File: src/rtl/arm_muldiv_pkg.sv
// Shared encodings and op-class helpers for the iterative multiply/divide unit.
package arm_muldiv_pkg;

  localparam logic [2:0] OP_MUL   = 3'd0;
  localparam logic [2:0] OP_UMULL = 3'd1;
  localparam logic [2:0] OP_SMULL = 3'd2;
  localparam logic [2:0] OP_UDIV  = 3'd3;
  localparam logic [2:0] OP_SDIV  = 3'd4;

  typedef enum logic [1:0] {
    S_IDLE = 2'd0,
    S_CALC = 2'd1,
    S_FIX  = 2'd2,
    S_DONE = 2'd3
  } state_e;

  function automatic logic is_signed_op(input logic [2:0] op);
    return (op == OP_SMULL) || (op == OP_SDIV);
  endfunction

  function automatic logic is_div_op(input logic [2:0] op);
    return (op == OP_UDIV) || (op == OP_SDIV);
  endfunction

  function automatic logic is_long_op(input logic [2:0] op);
    return (op == OP_UMULL) || (op == OP_SMULL);
  endfunction

  function automatic logic is_valid_op(input logic [2:0] op);
    return op <= OP_SDIV;
  endfunction

endpackage

File: src/rtl/arm_muldiv_unit_step.sv
// One radix-2 iteration: shift-add multiply or restoring shift-subtract divide.
module muldiv_step #(
  parameter int unsigned WIDTH = 32
) (
  input  logic [2*WIDTH-1:0] acc_i,
  input  logic [WIDTH-1:0]   operand_i,
  input  logic               div_mode_i,
  output logic [2*WIDTH-1:0] acc_o,
  output logic               q_bit_o
);
  localparam int unsigned SW = WIDTH + 1;
  localparam int unsigned DW = WIDTH + 2;

  logic [SW-1:0] sum;
  logic [SW-1:0] rem_sh;
  logic [DW-1:0] diff;

  // Multiply keeps the multiplier in the low half and shifts the partial sum in from the top.
  // Divide keeps {remainder, dividend}; the quotient bit fills the vacated lsb in the caller.
  always_comb begin
    sum     = {1'b0, acc_i[2*WIDTH-1:WIDTH]} + (acc_i[0] ? {1'b0, operand_i} : SW'(0));
    rem_sh  = {acc_i[2*WIDTH-1:WIDTH], acc_i[WIDTH-1]};
    diff    = {1'b0, rem_sh} - {2'b00, operand_i};
    q_bit_o = 1'b0;
    if (div_mode_i) begin
      q_bit_o = ~diff[DW-1];
      acc_o   = {(diff[DW-1] ? rem_sh[WIDTH-1:0] : diff[WIDTH-1:0]), acc_i[WIDTH-2:0], 1'b0};
    end else begin
      acc_o   = {sum, acc_i[WIDTH-1:1]};
    end
  end

endmodule

File: src/rtl/arm_muldiv_unit.sv
// Iterative MUL/UMULL/SMULL/UDIV/SDIV unit for the EX stage with start/busy/done handshake.
module arm_muldiv_unit
  import arm_muldiv_pkg::*;
#(
  parameter int unsigned WIDTH = 32
) (
  input  logic             clk,
  input  logic             reset,
  input  logic             start,
  input  logic [2:0]       op,
  input  logic [WIDTH-1:0] a,
  input  logic [WIDTH-1:0] b,
  input  logic             flush,
  output logic             busy,
  output logic             done,
  output logic [WIDTH-1:0] result_lo,
  output logic [WIDTH-1:0] result_hi,
  output logic [1:0]       flags
);
  localparam int unsigned CNT_W = $clog2(WIDTH);
  localparam int unsigned ACC_W = 2 * WIDTH;

  state_e           state_q;
  logic [CNT_W-1:0] cnt_q;
  logic [ACC_W-1:0] acc_q;
  logic [ACC_W-1:0] acc_d;
  logic [WIDTH-1:0] opnd_q;
  logic [WIDTH-1:0] a_q;
  logic [2:0]       op_q;
  logic             sign_a_q;
  logic             sign_b_q;
  logic             b_zero_q;
  logic             busy_q;
  logic             done_q;
  logic [WIDTH-1:0] lo_q;
  logic [WIDTH-1:0] hi_q;
  logic [1:0]       flags_q;

  logic             sign_a_c;
  logic             sign_b_c;
  logic [WIDTH-1:0] mag_a_c;
  logic [WIDTH-1:0] mag_b_c;
  logic [ACC_W-1:0] step_acc;
  logic             step_q;
  logic [ACC_W-1:0] prod_c;
  logic [WIDTH-1:0] quo_c;
  logic [WIDTH-1:0] rem_c;
  logic [WIDTH-1:0] fix_lo_c;
  logic [WIDTH-1:0] fix_hi_c;
  logic [1:0]       fix_flags_c;

  // Operands are iterated as magnitudes; signs are reapplied in FIX.
  always_comb begin
    sign_a_c = is_signed_op(op) && a[WIDTH-1];
    sign_b_c = is_signed_op(op) && b[WIDTH-1];
    mag_a_c  = sign_a_c ? (WIDTH'(0) - a) : a;
    mag_b_c  = sign_b_c ? (WIDTH'(0) - b) : b;
  end

  muldiv_step #(.WIDTH(WIDTH)) u_step (
    .acc_i      (acc_q),
    .operand_i  (opnd_q),
    .div_mode_i (is_div_op(op_q)),
    .acc_o      (step_acc),
    .q_bit_o    (step_q)
  );

  assign acc_d = is_div_op(op_q) ? {step_acc[ACC_W-1:1], step_q} : step_acc;

  // Sign correction and result/flag selection for the FIX cycle.
  always_comb begin
    prod_c   = (sign_a_q ^ sign_b_q) ? (ACC_W'(0) - acc_q) : acc_q;
    quo_c    = (sign_a_q ^ sign_b_q) ? (WIDTH'(0) - acc_q[WIDTH-1:0]) : acc_q[WIDTH-1:0];
    rem_c    = sign_a_q ? (WIDTH'(0) - acc_q[ACC_W-1:WIDTH]) : acc_q[ACC_W-1:WIDTH];
    fix_lo_c = prod_c[WIDTH-1:0];
    fix_hi_c = (op_q == OP_MUL) ? WIDTH'(0) : prod_c[ACC_W-1:WIDTH];
    if (is_div_op(op_q)) begin
      fix_lo_c = b_zero_q ? WIDTH'(0) : quo_c;
      fix_hi_c = b_zero_q ? a_q : rem_c;
    end
    fix_flags_c[1] = is_long_op(op_q) ? fix_hi_c[WIDTH-1] : fix_lo_c[WIDTH-1];
    fix_flags_c[0] = (fix_lo_c == WIDTH'(0)) && (!is_long_op(op_q) || (fix_hi_c == WIDTH'(0)));
  end

  // Control FSM and all registered state; reset beats flush beats start.
  always_ff @(posedge clk) begin
    if (reset) begin
      state_q  <= S_IDLE;
      cnt_q    <= '0;
      acc_q    <= '0;
      opnd_q   <= '0;
      a_q      <= '0;
      op_q     <= OP_MUL;
      sign_a_q <= 1'b0;
      sign_b_q <= 1'b0;
      b_zero_q <= 1'b0;
      busy_q   <= 1'b0;
      done_q   <= 1'b0;
      lo_q     <= '0;
      hi_q     <= '0;
      flags_q  <= '0;
    end else if (flush) begin
      state_q <= S_IDLE;
      busy_q  <= 1'b0;
      done_q  <= 1'b0;
    end else begin
      done_q <= 1'b0;
      case (state_q)
        S_IDLE, S_DONE: begin
          state_q <= S_IDLE;
          if (start && is_valid_op(op)) begin
            state_q  <= S_CALC;
            busy_q   <= 1'b1;
            cnt_q    <= CNT_W'(WIDTH - 1);
            op_q     <= op;
            a_q      <= a;
            sign_a_q <= sign_a_c;
            sign_b_q <= sign_b_c;
            b_zero_q <= (b == WIDTH'(0));
            acc_q    <= is_div_op(op) ? {WIDTH'(0), mag_a_c} : {WIDTH'(0), mag_b_c};
            opnd_q   <= is_div_op(op) ? mag_b_c : mag_a_c;
          end
        end
        S_CALC: begin
          acc_q <= acc_d;
          cnt_q <= cnt_q - CNT_W'(1);
          if (cnt_q == CNT_W'(0)) state_q <= S_FIX;
        end
        S_FIX: begin
          state_q <= S_DONE;
          busy_q  <= 1'b0;
          done_q  <= 1'b1;
          lo_q    <= fix_lo_c;
          hi_q    <= fix_hi_c;
          flags_q <= fix_flags_c;
        end
        default: state_q <= S_IDLE;
      endcase
    end
  end

  assign busy      = busy_q;
  assign done      = done_q;
  assign result_lo = lo_q;
  assign result_hi = hi_q;
  assign flags     = flags_q;

endmodule

File: config.mk
export PLATFORM = sky130hd
export DESIGN_NAME = arm_muldiv_unit
export DESIGN_NICKNAME = d
export VERILOG_FILES = /design/src/rtl/arm_muldiv_pkg.sv /design/src/rtl/arm_muldiv_unit_step.sv /design/src/rtl/arm_muldiv_unit.sv
export SDC_FILE = /design/constraint.sdc
export NUM_CORES = 1
export LEC_CHECK = 0
export ABC_AREA = 1
export CORE_MARGIN = 1
export CORE_UTILIZATION = 41
export CTS_CLUSTER_SIZE = 12
export DETAILED_ROUTE_END_ITERATION = 8
export PLACE_DENSITY_LB_ADDON = 0.3
export SLEW_MARGIN = 20
export SYNTH_ARGS = -nofsm -noshare
export SYNTH_HDL_FRONTEND = slang
export SYNTH_SLANG_ARGS = --single-unit
File: constraint.sdc
create_clock -name clk -period 6.4 [get_ports clk]
set_clock_uncertainty 0.05 [all_clocks]
set_input_delay 1.28 -clock clk [delete_from_list [all_inputs] [get_ports clk]]
set_output_delay 1.28 -clock clk [all_outputs]
set_load 0.1 [all_outputs]
# [Yosys cells after proc, flatten, opt, wreduce, memory -nomap -nowiden]
# Cells that the tools add are included.
[op_classes] addsub=8 n_lt_le_gt_ge=1 eq_ne=12 muxes=27 bitwise=3 reduce_logical=24
[op_table] op="2-to-1 mux 32 bit" n=13
[op_table] op="2-to-1 mux 64 bit" n=3
[op_table] op="case mux 64 bit (2 select lines)" n=1
[op_table] op="subtractor 1 x 32 -> 32 bit (first input constant)" n=4
[op_table] op="zero test 32 bit" n=3
[op_table] op="subtractor 1 x 64 -> 64 bit (first input constant)" n=1
[op_table] op="subtractor 33 x 32 -> 34 bit" n=1
[op_table] op="adder 32 x 33 -> 33 bit" n=1
[op_table] op="equality test 3 x 2 -> 1 bit (second input constant)" n=4
[op_table] op="case mux 5 bit (2 select lines)" n=1
[op_table] op="equality test 3 bit (second input constant)" n=2
[op_table] op="case mux 2 bit (3 select lines)" n=1
[op_table] op="AND reduction 3 bit" n=2
[op_table] op="zero test 5 bit" n=1
[op_table] op="logical OR 1 bit" n=5
[op_table] op="2-to-1 mux 1 bit" n=5
[op_table] op="2-to-1 mux 5 bit" n=1
[op_table] op="subtractor 5 x 1 -> 5 bit (second input constant)" n=1
[op_table] op="equality test 2 bit (second input constant)" n=2
[op_table] op="logical AND 1 bit" n=4
[op_table] op="!= test 2 bit (second input constant)" n=2
[op_table] op="AND reduction 2 bit" n=2
[op_table] op="nonzero test 2 bit" n=2
[op_table] op="OR reduction 2 bit" n=2
[op_table] op="other kinds (10)" n=11
[word_totals] ff_bits=209 in_bits=71 output_inout_bits=68 word_cells=89

# [Logic depth before layout (Yosys ltp)]
# Gate-level depths: netlist of run 1.
[logic_depth] depth_word=7 ltp_mapped=22

# [Modules after synthesis]
# A second synthesis of run 1 with hierarchy kept.
[unflattened] cells_unflattened=3553 hier_area_um2=20021.7
[modules_own_cells] mod="arm_muldiv_unit" instances=1 cells_per_inst=2222 area_per_inst_um2=13767.0
[modules_own_cells] mod="muldiv_step" instances=1 cells_per_inst=1331 area_per_inst_um2=6254.7

# [Worst setup path after synthesis of run 1]
# Ideal clock, no wire load.
[synth_timing] kind="input to register" from="in a[1]" to="reg opnd_q[26]" setup_ps=132 arrival_time_ps=2825 setup_slack_ps=3392 cell_stages=14 path_buffers=0 path_cell_list="inv_1 > ha_1 > nand2_1 > nor4_2 > nand2_1 > nor2_1 > nand2_1 > nand2_1 > o21ai_2 > a21oi_2 > xor2_1 > nand2_1 > nand3_1 > a21oi_1"
[synth_between] elab_chain_len=3
[synth_rtl] item="from (decl)" line_no="arm_muldiv_unit.sv:11" rtl="input logic [WIDTH-1:0] a,"
[synth_rtl] item="subtractor 1 x 32 -> 32 bit" line_no="arm_muldiv_unit.sv:56" rtl="mag_a_c = sign_a_c ? (WIDTH'(0) - a) : a;"
[synth_rtl] item="2-to-1 mux 32 bit" line_no="arm_muldiv_unit.sv:56"
[synth_rtl] item="2-to-1 mux 32 bit" line_no="arm_muldiv_unit.sv:121" rtl="opnd_q <= is_div_op(op) ? mag_b_c : mag_a_c;"
[synth_rtl] item="to (signal assigned)" line_no="arm_muldiv_unit.sv:121"
[synth_rtl] item="to (decl)" line_no="arm_muldiv_unit.sv:27" rtl="logic [WIDTH-1:0] opnd_q;"
# No other way between the ends.
# A chain may end at the register's enable or synchronous reset.

# [Worst setup path after layout of run 1]
[layout_timing] from="in op[1]" to="reg opnd_q[26]"
[layout_between] elab_chain_len=5 elab_cells_between_ends=13
[layout_rtl] item="from (decl)" line_no="arm_muldiv_unit.sv:10" rtl="input logic [2:0] op,"
[layout_rtl] item="equality test 3 x 2 -> 1 bit / equality test 3 bit (equally long branches)" line_no="arm_muldiv_pkg.sv:18, arm_muldiv_pkg.sv:22"
[layout_rtl] item="logical OR 1 bit" line_no="arm_muldiv_pkg.sv:18" rtl="return (op == OP_SMULL) || (op == OP_SDIV);"
[layout_rtl] item="logical AND 1 bit (on tied branches)" line_no="arm_muldiv_unit.sv:54, arm_muldiv_unit.sv:55"
[layout_rtl] item="2-to-1 mux 32 bit (on tied branches)" line_no="arm_muldiv_unit.sv:56, arm_muldiv_unit.sv:57"
[layout_rtl] item="2-to-1 mux 32 bit" line_no="arm_muldiv_unit.sv:121"
# Several ways; a longest one is shown, not always the timed one.

==> run_results.csv, run 1 <==
group,metric,value,unit
run_status,status,"finished, final reports clean",
clock_network,clkLatencyLatePin,0.58,ns
global_route,gr-usage-all-layers,33.1,%
clock_network,cts.repair.resized,0,
floorplan,io_pins,139,
power,total_power,4300,uW
placement,gp_congestion,1.04,
logic_synthesis,synth-seq-area-share,22.5,%
timing,rsz0062_at_grt,"no",
worst_setup_path,path_class,"in -> reg",
final_layout,design_area,21100,um2
min_path,min_path_type,"reg -> reg",
logic_synthesis,synthTopCellsByArea,"dfxtp_1, nand2_1, a21oi_1",
route,ant_nets,0,
route,vias,21946,
route,wl_per_cell,20.6,um
power,pwr_density_cell,204,nW/um2
timing,period_share,63.4,%
global_route,first_global_vias,19974,
clock_network,cts_buffers,25,
timing,fin_crit,4.06,ns
clock_network,post-cts-setup-buffers,0,
logic_synthesis,synth_simple_gate_area_share,31.9,%
worst_setup_path,crit_arrival,4.43,ns
route,first_iter_violations,2773,
final_layout,multi_input_area,12300,um2
logic_synthesis,async_flop_share,0,%
worst_setup_path,cpMaxStageDelayCell,"inv_1",
timing,hold_ws,0.406,ns
logic_synthesis,synth_nets,3291,
clock_network,ctsHoldBuffers,0,
logic_synthesis,muxShareOfSynthArea,0,%
global_route,grt-ovfl-total,0,
logic_synthesis,postSynthCellCount,3146,
floorplan,die_x,215,um
logic_synthesis,synth.most_common_cell,"nand2_1",
logic_synthesis,yosysTopAreaCell,"dfxtp_1",
timing,setup_viol,0,
floorplan,die_h,215,um
job,cap_viol_max_count,0,
worst_setup_path,worstPathMaxFanout,23,
power,p_leak,0.00977,uW
timing,relSlewSlack,31.1,%
logic_synthesis,synth_top_area_share,22.5,%
route,via_per_inst,5.78,
route,firstDrtPassIters,6,
global_route,grt_start_max_net_pins,103,
placement,dp_hpwl,60.5,mm
worst_setup_path,critPathCaptureType,"register",
clock_network,cts_tree,"built",
floorplan,dieArea,46100,um2
placement,portBuffers,138,
power,vdd_ir_drop_max,183,uV
clock_network,ctsLongestPathBuffers,3,
logic_synthesis,ys.flop_type,"dfxtp_1",
route,wl,78.2,mm
global_route,grt_pass1_wl,119,mm
final_layout,fill_cells,4820,
logic_synthesis,synth_area,18600,um2
clock_network,root_buffer,"clkbuf_16",
floorplan,std_cell_rows,77,
worst_setup_path,max_stage_delay,0.53,ns
logic_synthesis,synth_top_family_by_area,"simple AND/OR/NAND/NOR gates",
logic_synthesis,yosys_warnings,0,
final_layout,layout.nets,3335,
logic_synthesis,ys_top_cells_by_count,"nand2_1, inv_1, nor2_1",
worst_setup_path,critical_path_required,6.78,ns
floorplan,start_util,41.8,%
timing,slew_viol_final,0,
clock_network,h-tree-depth,1,
final_layout,final_layout_size_suffix_gt1_share,3.93,%
logic_synthesis,synth_compound_area_share,24.4,%
timing,worst_slew_pin_slew,1.03,ns
worst_setup_path,path_cells,"clkdlybuf4s50_1 -> inv_1 -> a21oi_1 -> inv_1 -> nand2_1 -> inv_1 -> nand2_1 -> inv_1 -> nand2_1 -> o21ai_2 -> a21oi_2 -> xor2_1 -> nand2_1 -> nand3_1 -> a21oi_1",
logic_synthesis,synth_edf_count,0,
clock_network,clkSlewWorstSetupHoldPaths,0.07,ns
global_route,antenna_found_initial,1,
clock_network,cts_num_sinks,209,
final_layout,area_delta_synth_final,13.6,%
timing,hold_viol,0,
route,drc,0,
logic_synthesis,synthDistinctLibCells,59,
final_layout,area.sequential,4180,um2
placement,placed_area,20300,um2
floorplan,core_area,44400,um2
logic_synthesis,synth-xor-area-share,4.81,%
logic_synthesis,avgSynthCellArea,5.90,um2
worst_setup_path,start_kind,"primary input",
logic_synthesis,ys_seq_elements,209,
logic_synthesis,synthAdderAreaFrac,5.07,%
timing,max_clock_freq,0.247,GHz
timing,tns,0,ns
-- worst max-delay path: cells and delay by family --
kind | cells | cell delay (ns)
buffers and inverters | 5 | 1.27
AND/OR/NAND/NOR | 5 | 1.01
XOR/XNOR | 1 | 0.20
AO/OA/AOI/OAI | 4 | 0.66
-- flip-flops by register name, indices dropped and copies added, names as in the netlist --
register / cells
sign_a_q: 1
result_lo: 32
a_q: 32
result_hi: 32
b_zero_q: 1
opnd_q: 32
state_q: 2
sign_b_q: 1
busy: 1
done: 1
op_q: 3
acc_q: 64
cnt_q: 5
flags: 2
-- placed cells by master, fill, tap and decap left out, drive strengths merged, types with 2 or more instances in the layout --
cell / instances
a21boi: 2
fa: 2
a211oi: 5
clkinv: 6
clkinvlp: 3
dfxtp: 209
o21ai: 320
nor2: 353
nand2: 718
o22ai: 5
inv: 395
clkbuf: 33
xnor2: 30
xor2: 72
nor3: 36
o21a: 5
o21bai: 18
bufinv: 2
nand3: 234
a31oi: 28
nor4: 10
o211ai: 81
clkdlybuf4s50: 137
or2: 6
nand4: 44
o31ai: 3
a21o: 5
ha: 72
a221oi: 6
buf: 20
a21oi: 333
nand3b: 3
o2111ai: 2
-- routing by layer --
| metal | vias up | share of wire (%) | GRT usage (%) |
|---|---|---|---|
| met5 | - | 0 | 0 |
| met4 | 0 | 5.8 | 17.3 |
| met3 | 212 | 10 | 4.93 |
| met2 | 1210 | 42 | 50.2 |
| met1 | 9988 | 42 | 45.1 |
| li1 | 10536 | - | - |
-- power breakdown --
part,switching (uW),total [uW],internal (uW),leakage [uW]
clock network,636,1480,839,0.000394
registers,83.1,1450,1360,0.00170
logic,979,1380,398,0.00768
-- final cells by class --
class	count	share of cell area [%]
sequential	209	19.8
tap	592	3.51
clock buffer	33	3.25
antenna	1	0.0119
clock inverter	11	0.641
inverter	395	7.04
multi-input combinational	2402	58.4
timing repair buffer	157	7.26
-- path summary, 6_finish.rpt --
check | cells after the start | slack (ns) | endpoint | from
max | 15 | 2.34 | opnd_q[26] | op[1]
min | 2 | 0.41 | a_q[12] | a_q[12]
max reg2reg | 20 | 2.57 | acc_q[45] | acc_q[0]
min reg2reg | 2 | 0.41 | a_q[12] | a_q[12]
-- logic make-up after synthesis --
kind of cell / Yosys count
AOI/OAI and AO/OA: 817
xor gates and xnor gates: 102
adders and majority gates: 74
buffers and inverters: 535
DFF: 209
and+or+nand+nor: 1409
-- through the flow --
stage | worst slack (ns) | cells | util (%)
floorplan | 3.39 | 3146 | -
finish | 2.34 | 3800 | 47.5
global placement | 1.85 | 3755 | 45.6
CTS | 2.41 | 3799 | 47.5
detailed placement | 1.81 | 3755 | 45.6
global route | 2.13 | 3799 | 47.5
(Power assumes the default switching activity.)
==> run 2: changes to the inputs <==
==> constraint.sdc (replaced) <==
create_clock -name clk -period 4 [get_ports clk]
set_clock_uncertainty 0.05 [all_clocks]
set_input_delay 0.8 -clock clk [delete_from_list [all_inputs] [get_ports clk]]
set_output_delay 0.8 -clock clk [all_outputs]
set_load 0.1 [all_outputs]
==> run 2 against run 1 <==
Effect of this change: cell count increased by 0.61%; setup slack worse by 1.6 ns; largest cell class unchanged; non-clock buffer count increased by 23; global-route usage fell by 0.66 points; sequential power rose by 59%; via count shrank 0.88%.
==> run_results.csv, run 2 (synthesis gave the netlist of run 1 again) <==
group,metric,value,unit
timing,hold_viol,0,
power,vdd_ir_drop_max,324,uV
timing,rsz0062_at_grt,"no",
floorplan,core_area,44400,um2
min_path,hold_path_end,"result_lo[29]",
placement,placed_cells,3778,
power,p_leak,0.00996,uW
final_layout,final_cells,3823,
timing,worst_slew_pin_slew,1.03,ns
worst_setup_path,cpMostUsedCell,"nand2_1",
final_layout,final_cell_mix,"nand2_1, inv_1, nor2_1",
worst_setup_path,worst-path-buf-inv,3,
floorplan,std_cell_rows,77,
run_status,status,"finished, final reports clean",
clock_network,post-cts-setup-buffers,0,
placement,portBuffers,138,
clock_network,cts_tree,"built",
timing,tns,0,ns
global_route,grt-ovfl-total,0,
clock_network,cts.repair.resized,0,
floorplan,start_util,41.8,%
final_layout,fin_util,48.2,%
final_layout,final_common_cell,"nand2_1",
route,first_iter_violations,2612,
floorplan,dieArea,46100,um2
job,cap_viol_max_count,0,
power,pwr_density_cell,334,nW/um2
floorplan,die_x,215,um
route,wl_per_cell,20.1,um
placement,dp_hpwl,60.3,mm
worst_setup_path,max_stage_delay,0.44,ns
final_layout,area_delta_synth_final,15.3,%
worst_setup_path,r2r_slack,0.72,ns
route,drc,0,
timing,fin_crit,3.28,ns
worst_setup_path,reg2reg_from,"acc_q[0]",
timing,max_clock_freq,0.305,GHz
clock_network,cts_num_sinks,209,
timing,relSlewSlack,31.6,%
min_path,hold_path_depth,2,
worst_setup_path,cpMaxStageDelayCell,"dfxtp_1",
global_route,grt_start_max_net_pins,111,
route,ant_nets,0,
min_path,hp-start,"result_lo[29]",
worst_setup_path,path_cells,"buf_4 -> nand2_1 -> inv_1 -> ha_1 -> a21oi_1 -> nand2_1 -> a21boi_1 -> o21ai_0 -> a21oi_1 -> inv_1 -> nand2_1 -> nand2_1 -> nand2_1 -> nand2_1 -> nand2_1 -> nand3_1 -> o211ai_1 -> a21oi_1",
clock_network,h-tree-depth,1,
worst_setup_path,critical_path_required,4.38,ns
worst_setup_path,start_kind,"register",
final_layout,final_layout_size_suffix_gt1_share,4.67,%
worst_setup_path,reg2reg_depth,18,
timing,hold_ws,0.422,ns
final_layout,largest_register_ffs,64,
worst_setup_path,crit_family,"compound AO/OA/AOI/OAI gates",
route,via_per_inst,5.69,
floorplan,io_pins,139,
timing,setup_viol,0,
timing,period_share,81.9,%
final_layout,area.sequential,4180,um2
worst_setup_path,r2r_end,"acc_q[49]",
worst_setup_path,path_class,"reg -> reg",
min_path,min_path_type,"reg -> reg",
global_route,gr-usage-all-layers,32.4,%
worst_setup_path,worstPathMaxFanout,29,
route,wl,76.7,mm
final_layout,fill_cells,4786,
final_layout,layout.nets,3359,
clock_network,root_buffer,"clkbuf_16",
final_layout,multi_input_area,12300,um2
route,firstDrtPassIters,7,
global_route,first_global_vias,19984,
final_layout,regMostFlops,"acc_q",
placement,gp_congestion,1.02,
clock_network,ctsLongestPathBuffers,3,
timing,slew_viol_final,0,
global_route,grt_pass1_wl,117,mm
global_route,antenna_found_initial,0,
clock_network,cts_buffers,26,
route,vias,21753,
worst_setup_path,crit_arrival,3.65,ns
clock_network,ctsHoldBuffers,0,
floorplan,die_h,215,um
worst_setup_path,critPathCaptureType,"register",
clock_network,clkLatencyLatePin,0.59,ns
clock_network,clkSlewWorstSetupHoldPaths,0.06,ns
-- run 2: cell types whose count changed in the layout (fill, tap and decap cells not counted), sizes merged --
cell      previous run  this run
buf                 20        43
bufinv               2         5
clkbuf              33        32
inv                395       396
clkinvlp             3         1
clkinv               6         5
-- run 2: power breakdown --
part / switching [uW] / total (uW) / internal, uW / leakage, uW
registers: 125 / 2310 / 2180 / 0.00170
clock network: 1050 / 2620 / 1570 / 0.000449
logic: 1560 / 2220 / 653 / 0.00781
-- run 2: cell type report --
cell class	instances	share of cell area, %
inverter	395	6.94
multi-input combinational	2402	57.6
clock inverter	12	1.03
antenna	1	0.0117
clock buffer	32	3.29
timing repair buffer	180	8.14
tap	592	3.46
sequential	209	19.6
-- run 2: worst reg2reg max path, delay by kind of cell (launching register included) --
kind | cells | cell delay [ns]
AO/OA/AOI/OAI | 6 | 1.11
AND/OR/NAND/NOR | 8 | 0.73
buffers and inverters | 3 | 0.53
flip-flops | 1 | 0.44
adder cells (fa/ha/maj) | 1 | 0.27
-- run 2: how the worst max path moves through the flow --
| stage | startpoint | end | slack (ns) | cells past startpoint |
|---|---|---|---|---|
| floorplan | acc_q[0] | acc_q[45] | 1.10 | 21 |
| global placement | a[0] | opnd_q[26] | 0.64 | 15 |
| detailed placement | a[0] | opnd_q[24] | 0.61 | 15 |
| CTS | acc_q[0] | acc_q[49] | 0.82 | 18 |
| global route | acc_q[0] | acc_q[49] | 0.51 | 17 |
| finish | acc_q[0] | acc_q[49] | 0.72 | 18 |
-- run 2: routing by layer --
layer / up-vias / wire length (um) / global-route usage (%)
met5: - / 0 / 0
met4: 0 / 4700 / 17.9
met3: 200 / 7180 / 4.98
met2: 1142 / 32700 / 50.2
met1: 9837 / 32100 / 42.9
li1: 10574 / - / -
-- run 2: stage by stage --
step | setup WS [ns] | power (uW) | instance area [um2]
detailed placement | 0.607 | 4490 | 20500
global placement | 0.637 | 4500 | 20500
floorplan | 1.10 | 3780 | 18600
global route | 0.508 | 7440 | 21400
CTS | 0.818 | 7110 | 21400
finish | 0.723 | 7140 | 21400
==> run 3: changes to the inputs <==
==> constraint.sdc (replaced) <==
create_clock -name clk -period 3.2 [get_ports clk]
set_clock_uncertainty 0.05 [all_clocks]
set_input_delay 0.64 -clock clk [delete_from_list [all_inputs] [get_ports clk]]
set_output_delay 0.64 -clock clk [all_outputs]
set_load 0.1 [all_outputs]
==> run 3 against run 2 <==
Effect of this change: sequential cell count is the same; final area grew 2.4%; clock-buffer cell count grew 1; hold slack lost 0.0057 ns; global-route usage grew 0.86 points; sequential power grew 24%; highest routed layer unchanged; power grew 23%; non-clock buffer count grew 86; critical endpoint is now acc_q[60].
==> run_results.csv, run 3 (synthesis gave the netlist of run 1 again) <==
group,metric,value,unit
global_route,gr-usage-all-layers,33.3,%
timing,worst_slew_pin_slew,1.10,ns
clock_network,cts_num_sinks,209,
placement,gp_congestion,1.07,
final_layout,regMostFlops,"acc_q",
floorplan,die_h,215,um
global_route,use_met1,45.5,%
clock_network,cts_buffers,25,
final_layout,area_delta_synth_final,18.0,%
power,p_leak,0.0105,uW
worst_setup_path,worstPathMaxFanout,13,
clock_network,h-tree-depth,1,
global_route,grt_pass1_wl,120,mm
worst_setup_path,crit_family,"compound AO/OA/AOI/OAI gates",
run_status,status,"finished, final reports clean",
power,p_seq_share,32.7,%
worst_setup_path,critPathCaptureType,"register",
route,drc,0,
floorplan,die_x,215,um
floorplan,core_area,44400,um2
worst_setup_path,max_stage_delay,0.46,ns
floorplan,io_pins,139,
timing,setup_viol,0,
timing,slew_viol_final,0,
route,first_iter_violations,2500,
final_layout,final_common_cell,"nand2_1",
route,wl,78.7,mm
worst_setup_path,cpMaxStageDelayCell,"o21ai_0",
final_layout,final_cells,3908,
global_route,grt-ovfl-total,0,
job,cap_viol_max_count,0,
clock_network,cts.repair.resized,0,
route,wl_per_cell,20.1,um
final_layout,final_cell_mix,"nand2_1, inv_1, nor2_1",
power,switching_power,3370,uW
placement,pre_cts_ws,0.00281,ns
worst_setup_path,path_class,"reg -> reg",
route,ant_nets,0,
final_layout,n_antenna_cell,0,
power,pwr_density_cell,400,nW/um2
clock_network,clkLatencyLatePin,0.57,ns
power,p_comb_share,32.7,%
final_layout,design_area,21900,um2
route,via_per_inst,5.65,
final_layout,final_layout_size_suffix_gt1_share,9.23,%
power,total_power,8770,uW
worst_setup_path,cpMostUsedCell,"nand2_1",
global_route,grtUsageMet3,4.87,%
timing,hold_viol,0,
worst_setup_path,worst-path-buf-inv,4,
power,intPower,5400,uW
timing,rsz0062_at_grt,"no",
global_route,grt_busiest_layer,"met2",
clock_network,cts_tree,"built",
clock_network,ctsHoldBuffers,0,
timing,setup_ws,0.136,ns
floorplan,start_util,41.8,%
global_route,first_global_vias,20041,
final_layout,layout.nets,3444,
clock_network,post-cts-setup-buffers,0,
power,clkPwrFrac,34.6,%
power,switching_share,38.4,%
floorplan,std_cell_rows,77,
global_route,grt_start_max_net_pins,131,
route,vias,22077,
floorplan,dieArea,46100,um2
timing,fin_crit,3.06,ns
worst_setup_path,critical_path_required,3.65,ns
min_path,min_path_type,"reg -> reg",
placement,placed_cells,3864,
placement,placed_area,21000,um2
worst_setup_path,start_kind,"register",
clock_network,ctsLongestPathBuffers,3,
placement,dp_hpwl,62.8,mm
worst_setup_path,path_cells,"buf_12 -> nand2_1 -> inv_1 -> ha_1 -> o21ai_0 -> o21ai_1 -> a21oi_1 -> buf_4 -> inv_1 -> nand2_1 -> nand2_1 -> nand2_1 -> o211ai_1 -> o21ai_0 -> nand3_1 -> a21oi_1",
timing,tns,0,ns
power,vdd_ir_drop_max,537,uV
worst_setup_path,crit_arrival,3.51,ns
timing,relSlewSlack,26.9,%
final_layout,largest_register_ffs,64,
clock_network,clkSlewWorstSetupHoldPaths,0.07,ns
global_route,use_met2,51.2,%
placement,portBuffers,138,
route,firstDrtPassIters,6,
global_route,antenna_found_initial,0,
clock_network,root_buffer,"clkbuf_16",
timing,max_clock_freq,0.326,GHz
timing,period_share,95.7,%
==> run 3: layout make-up <==
class                      instances  area, um2
fill                            4735      22500
multi-input combinational       2402      12300
sequential                       209       4180
timing repair buffer             266       2310
inverter                         395       1490
tap                              592        741
clock buffer                      33        696
clock inverter                    11        158
==> run 3: path summary, 6_finish.rpt <==
| kind | slack (ns) | depth (start not counted) | end | from |
|---|---|---|---|---|
| hold / removal | 0.42 | 2 | a_q[18] | a_q[18] |
| hold reg to reg | 0.42 | 2 | a_q[18] | a_q[18] |
| setup / recovery | 0.14 | 16 | acc_q[60] | acc_q[0] |
| setup reg to reg | 0.14 | 16 | acc_q[60] | acc_q[0] |
==> run 3: power groups by stage <==
| stage | clock network (uW) | logic [uW] | registers [uW] |
|---|---|---|---|
| finish | 3030 | 2870 | 2870 |
| global route | 3150 | 3120 | 2880 |
| CTS | 3060 | 2800 | 2860 |
| detailed placement | 0 | 2790 | 2920 |
| global placement | 0 | 2790 | 2920 |
| floorplan | 0 | 1720 | 3000 |
==> run 3: worst reg2reg max path, cell delays in order, from the launching register on <==
cell      delay (ns)
dfxtp_1         0.33
buf_12          0.16
nand2_1         0.07
inv_1           0.04
ha_1            0.31
o21ai_0         0.46
o21ai_1         0.21
a21oi_1         0.23
buf_4           0.15
inv_1           0.05
nand2_1         0.05
nand2_1         0.11
nand2_1         0.10
o211ai_1        0.12
o21ai_0         0.28
nand3_1         0.13
a21oi_1         0.14
==> run 3: through the flow <==
| step | utilization (%) | hold slack [ns] |
|---|---|---|
| floorplan | - | 0.380 |
| global placement | 47.3 | 0.395 |
| detailed placement | 47.3 | 0.402 |
| CTS | 49.3 | 0.411 |
| global route | 49.3 | 0.448 |
| finish | 49.3 | 0.416 |
==> run 3: metal layers <==
layer	share of wire, %	routed length, um	vias up
li1	-	-	10752
met1	42	33100	9964
met2	42	33200	1173
met3	10	8060	188
met4	5.6	4380	0
met5	0	0	-
